**src/rtl/ifq_pkg.sv**
```systemverilog
// Shared types and defaults for the instruction fetch queue.
package ifq_pkg;

  typedef enum logic [1:0] {
    REDIRECT = 2'd0,
    FETCH    = 2'd1,
    FULL     = 2'd2
  } ifq_state_e;

  localparam int unsigned IFQ_DEPTH    = 4;
  localparam logic [31:0] IFQ_RESET_PC = 32'h0000_0000;

  typedef struct packed {
    logic [31:0] instr;
    logic [31:0] pc_4;
  } ifq_entry_t;

endpackage

```
**src/rtl/ifq_fifo.sv**
```systemverilog
// Fetch-queue storage: DEPTH entries, extra-MSB pointers for full/empty, flash clear.
module ifq_fifo
  import ifq_pkg::*;
#(
  parameter int unsigned DEPTH = IFQ_DEPTH
) (
  input  logic                     clk_i,
  input  logic                     rst_i,
  input  logic                     clear_i,
  input  logic                     push_i,
  input  logic                     pop_i,
  input  ifq_entry_t               wdata_i,
  output ifq_entry_t               rdata_o,
  output logic                     full_o,
  output logic                     empty_o,
  output logic [$clog2(DEPTH):0]   count_o
);

  localparam int unsigned AW = $clog2(DEPTH);

  ifq_entry_t      mem_q [DEPTH];
  logic [AW:0]     wr_ptr_q, wr_ptr_d;
  logic [AW:0]     rd_ptr_q, rd_ptr_d;
  logic [AW-1:0]   wr_idx, rd_idx;
  logic            do_push, do_pop;

  always_comb begin
    wr_idx  = wr_ptr_q[AW-1:0];
    rd_idx  = rd_ptr_q[AW-1:0];
    empty_o = (wr_ptr_q == rd_ptr_q);
    full_o  = (wr_ptr_q[AW] != rd_ptr_q[AW]) && (wr_idx == rd_idx);
    count_o = wr_ptr_q - rd_ptr_q;
    rdata_o = empty_o ? '0 : mem_q[rd_idx];
    do_push = push_i && !clear_i;
    do_pop  = pop_i && !clear_i;
    wr_ptr_d = wr_ptr_q + {{AW{1'b0}}, do_push};
    rd_ptr_d = rd_ptr_q + {{AW{1'b0}}, do_pop};
    if (clear_i) begin
      wr_ptr_d = '0;
      rd_ptr_d = '0;
    end
  end

  always_ff @(posedge clk_i) begin
    if (rst_i) begin
      wr_ptr_q <= '0;
      rd_ptr_q <= '0;
    end else begin
      wr_ptr_q <= wr_ptr_d;
      rd_ptr_q <= rd_ptr_d;
    end
  end

  always_ff @(posedge clk_i) begin
    if (do_push) mem_q[wr_idx] <= wdata_i;
  end

  // Credit-based fetching upstream makes these unreachable in a correct design.
  always_ff @(posedge clk_i) begin
    if (!rst_i && !clear_i) begin
      assert (!(push_i && full_o && !pop_i));
      assert (!(pop_i && empty_o));
    end
  end

endmodule

```
**src/rtl/ifetch_queue.sv**
```systemverilog
// Instruction fetch queue: fetch FSM, credit control and redirect handling.
// Optional empty-queue bypass of cache responses is enabled by macro IFQ_BYPASS_EN.
module ifetch_queue
  import ifq_pkg::*;
#(
  parameter int unsigned DEPTH    = IFQ_DEPTH,
  parameter logic [31:0] RESET_PC = IFQ_RESET_PC
) (
  input  logic        clock,
  input  logic        reset,
  output logic [31:0] Ifq_icache_addr,
  output logic        Ifq_icache_ren,
  input  logic [31:0] Icache_data,
  input  logic        Icache_valid,
  output logic [31:0] ifetch_intruction,
  output logic [31:0] ifetch_pc_4,
  output logic        ifetch_empty,
  input  logic        Dispatch_ren,
  input  logic        Dispatch_jmp,
  input  logic [31:0] Dispatch_jmp_addr
);

  localparam int unsigned AW = $clog2(DEPTH);

  ifq_state_e    state_q, state_d;
  logic [31:0]   fetch_pc_q, fetch_pc_d;
  logic [31:0]   req_pc_q, req_pc_d;
  logic          outst_q, outst_d;

  logic          fifo_push, fifo_pop, fifo_full, fifo_empty;
  logic [AW:0]   fifo_count;
  ifq_entry_t    fifo_wdata, fifo_rdata;

  logic          resp_ok, bypass, head_valid, pop_req, has_credit, ren;
  logic [AW+1:0] credit_used;

  ifq_fifo #(.DEPTH(DEPTH)) u_fifo (
    .clk_i   (clock),
    .rst_i   (reset),
    .clear_i (Dispatch_jmp),
    .push_i  (fifo_push),
    .pop_i   (fifo_pop),
    .wdata_i (fifo_wdata),
    .rdata_o (fifo_rdata),
    .full_o  (fifo_full),
    .empty_o (fifo_empty),
    .count_o (fifo_count)
  );

  always_comb begin
    resp_ok = Icache_valid && outst_q && (state_q != REDIRECT) && !Dispatch_jmp;
`ifdef IFQ_BYPASS_EN
    bypass  = resp_ok && fifo_empty;
`else
    bypass  = 1'b0;
`endif
    head_valid = !fifo_empty || bypass;
    pop_req    = Dispatch_ren && head_valid && !Dispatch_jmp;
    fifo_pop   = pop_req && !fifo_empty;
    // A bypassed word consumed this cycle never enters storage.
    fifo_push  = resp_ok && !(bypass && pop_req);
    fifo_wdata = '{instr: Icache_data, pc_4: req_pc_q + 32'd4};

    credit_used = {1'b0, fifo_count} + {{(AW + 1){1'b0}}, outst_q};
    has_credit  = !fifo_full && (credit_used < (AW + 2)'(DEPTH));
  end

  always_comb begin
    state_d = state_q;
    ren     = 1'b0;
    unique case (state_q)
      REDIRECT: begin
        ren     = 1'b1;
        state_d = FETCH;
      end
      FETCH: begin
        if (has_credit) ren = 1'b1;
        else if (!pop_req) state_d = FULL;
      end
      FULL: begin
        if (pop_req) state_d = FETCH;
      end
      default: state_d = REDIRECT;
    endcase
    if (Dispatch_jmp) begin
      ren     = 1'b0;
      state_d = REDIRECT;
    end

    fetch_pc_d = fetch_pc_q;
    if (Dispatch_jmp) fetch_pc_d = Dispatch_jmp_addr;
    else if (ren)     fetch_pc_d = fetch_pc_q + 32'd4;
    req_pc_d = ren ? fetch_pc_q : req_pc_q;
    outst_d  = ren;
  end

  always_ff @(posedge clock) begin
    if (reset) begin
      state_q    <= REDIRECT;
      fetch_pc_q <= RESET_PC;
      req_pc_q   <= RESET_PC;
      outst_q    <= 1'b0;
    end else begin
      state_q    <= state_d;
      fetch_pc_q <= fetch_pc_d;
      req_pc_q   <= req_pc_d;
      outst_q    <= outst_d;
    end
  end

  always_comb begin
    Ifq_icache_ren  = ren && !reset;
    Ifq_icache_addr = reset ? RESET_PC : fetch_pc_q;
    ifetch_empty    = reset || !head_valid;
    ifetch_intruction = '0;
    ifetch_pc_4       = '0;
    if (!ifetch_empty) begin
      if (bypass) begin
        ifetch_intruction = Icache_data;
        ifetch_pc_4       = req_pc_q + 32'd4;
      end else begin
        ifetch_intruction = fifo_rdata.instr;
        ifetch_pc_4       = fifo_rdata.pc_4;
      end
    end
  end

endmodule
```
**config.mk**
```make
export PLATFORM = sky130hd
export DESIGN_NAME = ifetch_queue
export DESIGN_NICKNAME = d
export VERILOG_FILES = /design/src/rtl/ifq_pkg.sv /design/src/rtl/ifq_fifo.sv /design/src/rtl/ifetch_queue.sv
export SDC_FILE = /design/constraint.sdc
export NUM_CORES = 1
export LEC_CHECK = 0
export CORE_UTILIZATION = 60
export DETAILED_ROUTE_END_ITERATION = 10
export PLACE_DENSITY = 0.88
export SKIP_LAST_GASP = 1
export SYNTH_ARGS = -nofsm -noshare
export SYNTH_HDL_FRONTEND = slang
export SYNTH_SLANG_ARGS = --single-unit
export TNS_END_PERCENT = 100
```
**constraint.sdc**
```tcl
create_clock -name clock -period 19.39 [get_ports clock]
set_input_delay 1.939 -clock clock [delete_from_list [all_inputs] [get_ports clock]]
set_output_delay 1.939 -clock clock [all_outputs]
set_load 0.005 [all_outputs]
```
==> results.md <==
- Status: finished clean
- R2R Setup Slk: 16.10 ns
- Routed Wire Length: around 30000 um
- WP data required: approximately 17 ns
- R2r startpoint: u_fifo.rd_ptr_q[1]
- Clock-pin slew on the worst setup and hold paths: 0.06 ns
- Highest fanout seen on the critical path: 42
- Final setup fails: 0
- Initial Utilization: between 60% and 70%
- Final period util: 29.3%
- Clock Skews: ~0.0094 ns
- Max-cap violations: 0
- Static Leak: ~5.6 nW
- Synth top area share: between 50% and 60%
- DR WL met3: ~2300 um
- Final Hold Fails: 0
- Layout cells sized above 1: roughly 11%
- Dpl ws: 13.73 ns
- Register bit total from synthesis: approximately 330
- Min-Delay Path Class: flop to flop
- WS Path Type: input port to primary output
- RSZ-0062 raised after global routing: false
- RR Endpoint: fetch_pc_q[28]
- Total core area: 22800 um2
- Filler cells: ~1400
- Number of inserted diodes: 0
- Vias in the first global route: 8330
- CTS Buf Count: 31
- Post-CTS Hold Fix Bufs: 0
- NumNets Final: 1181
- Wire length per cell: 20.8 um
- Clock root buffer: clkbuf_16
- Post-Route Utilization: 74.0%
- Final setup margin: about 14 ns
- DRT antenna net count: 0
- R2R depth: 7
- Synthesized area per cell: around 15 um2
- Peak supply drop: 56.0 uV
- Total grt overflow: 0
- Num rows: 55
- Tot Pwr: 1.38 mW
- CTS max path bufs: 3
- CTS tree: yes
- 1st-iter DRT viols: 660
- DP Cell Count: ~1400
- H-tree Lvls: 1
- Critical Path End: Ifq_icache_ren
- Multi-input logic area: 4650 um2
- FF+latch area: between 9000 and 10000 um2
- Fin crit period: roughly 5.7 ns
- CP endpoint kind: primary output
- Count of flip-flops with a built-in enable after synthesis: roughly 260
- Setup TNS Final: 0 ns
- PD cells: 81.8 nW/um2
- Initial antenna violation count: 0
- Top Ports: ~170
- Most frequent cell after synthesis: edfxtp_1
- Die outline height: ~160 um
- Postcts setup bufs: 0
- Yosys Warn Count: 0
- Worst Setup SP: Dispatch_jmp
- Post-Syn Instances: 955
- Synth top cells by count: edfxtp_1 (256), nor2b_1 (97), nor2_1 (76)
- Largest net degree at the start of global routing: 85
- Drt first pass iters: 5
- WL met2: roughly 15000 um
- Async S/R FF share, synth: 0%
- Max Clk Rate: approximately 180 MHz
- Crit path arrival time: about 3.7 ns
- Number of remaining DRC errors: 0
- Total track usage: about 25%
- Max Used Layer: met4
- Biggest area consumer among synthesized cells: edfxtp_1
- Slew @ Worst Pin: slightly below 1 ns
- Netlist Area Pre-Place: approximately 14000 um2
- Startpoint type of the worst setup path: input port
- Synth top area cells: edfxtp_1 (55%), dfxtp_1 (10%), mux4_2 (10%)
- Cell variety after synth: 56
- Via-to-Cell Ratio: ~6
- Post-DP HPWL: around 18000 um
- GPL Wtd Cong: around 0.9
- Syn_nets: about 1000
- Post_cts resized: 0
- Area Growth Syn to Fin: 19.9%
- Clk sinks: 329
- DR vias: approximately 8600
- Die Area: ~24000 um2
- Slew Viols, Final: 0
- Clk Latency, worst-skew pair: about 0.54 ns
- Port-buffer cells: about 170
- Met1 wire length: 12600 um
- Global-route wire length before repair: around 47000 um
- Sequential-to-total area share from yosys stat: approximately 65%
- Slew Limit Headroom: a little over a third
- Layout Cells excl Fill: 1438
- Ys flop type: edfxtp_1
- Chip width: approximately 160 um
worst max-delay path, cell delays in order:
cell	delay, ns
clkdlybuf4s50_1	0.40
buf_4	0.28
or2_2	0.45
nor2_1	0.14
clkdlybuf4s50_1	0.53
stage by stage:
stage          hold WS, ns  instance area (um2)
6_report             0.525                16900
3_3_place_gp         0.490                16000
4_1_cts              0.524                16900
2_1_floorplan        0.460                14100
5_1_grt              0.543                16900
3_5_place_dp         0.508                16000
layout make-up:
cell class	instances	area share, %
sequential	329	54.1
clock buffer	37	4.72
clock inverter	18	0.592
multi-input combinational	542	27.5
timing repair buffer	178	10.3
inverter	21	0.466
tap	313	2.31
layout by cell type, fill, tap and decap left out, types with 4 or more instances in the layout:
cell type / synthesis / final
ha_1: 8 / 8
buf_4: 5 / 12
and2_1: 11 / 11
or3_1: 12 / 12
nand2_1: 22 / 22
o21a_1: 4 / 4
nor4_1: 11 / 9
mux4_2: 64 / 64
xor2_1: 16 / 16
a311oi_1: 13 / 13
clkbuf_16: 0 / 31
o21ai_0: 8 / 8
a31oi_1: 5 / 5
a21oi_1: 8 / 8
clkinv_2: 0 / 5
mux2i_1: 35 / 35
o31a_1: 5 / 5
clkdlybuf4s50_1: 0 / 165
o31ai_1: 8 / 8
a211oi_1: 5 / 5
xnor2_1: 16 / 16
dfxtp_1: 73 / 71
clkbuf_1: 39 / 6
or4_1: 5 / 5
and4_1: 9 / 9
nand3_1: 25 / 25
nor3_1: 20 / 20
nor2b_1: 97 / 97
clkinv_1: 0 / 12
nand4_1: 19 / 19
o311ai_0: 4 / 4
nor2_1: 76 / 74
inv_1: 21 / 21
edfxtp_1: 256 / 256
and3_1: 8 / 8
cell families after synthesis:
family | count (synthesis) | synth area share (%)
flip-flops | 329 | 64.9
AND/OR/NAND/NOR | 321 | 12.4
multiplexers | 99 | 12.7
buffers and inverters | 84 | 2.54
AO/OA/AOI/OAI | 80 | 4.52
XOR/XNOR | 33 | 2.16
adder cells (fa/ha/maj) | 9 | 0.852
power breakdown:
part | leakage, nW | switching, mW | internal [mW]
sequential | 2.99 | 0.0138 | 0.767
clock | 0.442 | 0.239 | 0.303
combinational | 2.13 | 0.0291 | 0.0328
routing by layer:
metal,global-route usage [%],up-vias
li1,-,3963
met1,35.8,4250
met2,42.0,407
met3,3.79,29
met4,5.46,0
met5,0,-
worst min-delay path by stage:
stage / start / cells after the start / slack (ns) / to
floorplan: req_pc_q[0] / 0 / 0.46 / u_fifo.mem_q[0][0]
global placement: req_pc_q[30] / 2 / 0.49 / req_pc_q[30]
detailed placement: req_pc_q[30] / 2 / 0.51 / req_pc_q[30]
CTS: req_pc_q[30] / 2 / 0.52 / req_pc_q[30]
global route: req_pc_q[1] / 0 / 0.54 / u_fifo.mem_q[1][1]
finish: req_pc_q[31] / 2 / 0.53 / req_pc_q[31]
registers in the layout (all words and copies together), names as in the netlist:
name / count
fetch_pc_q: 32
u_fifo.mem_q: 256
u_fifo.rd_ptr_q: 3
state_q: 2
req_pc_q: 32
u_fifo.wr_ptr_q: 3
outst_q: 1
No activity file was read; power rests on OpenSTA's default activity.
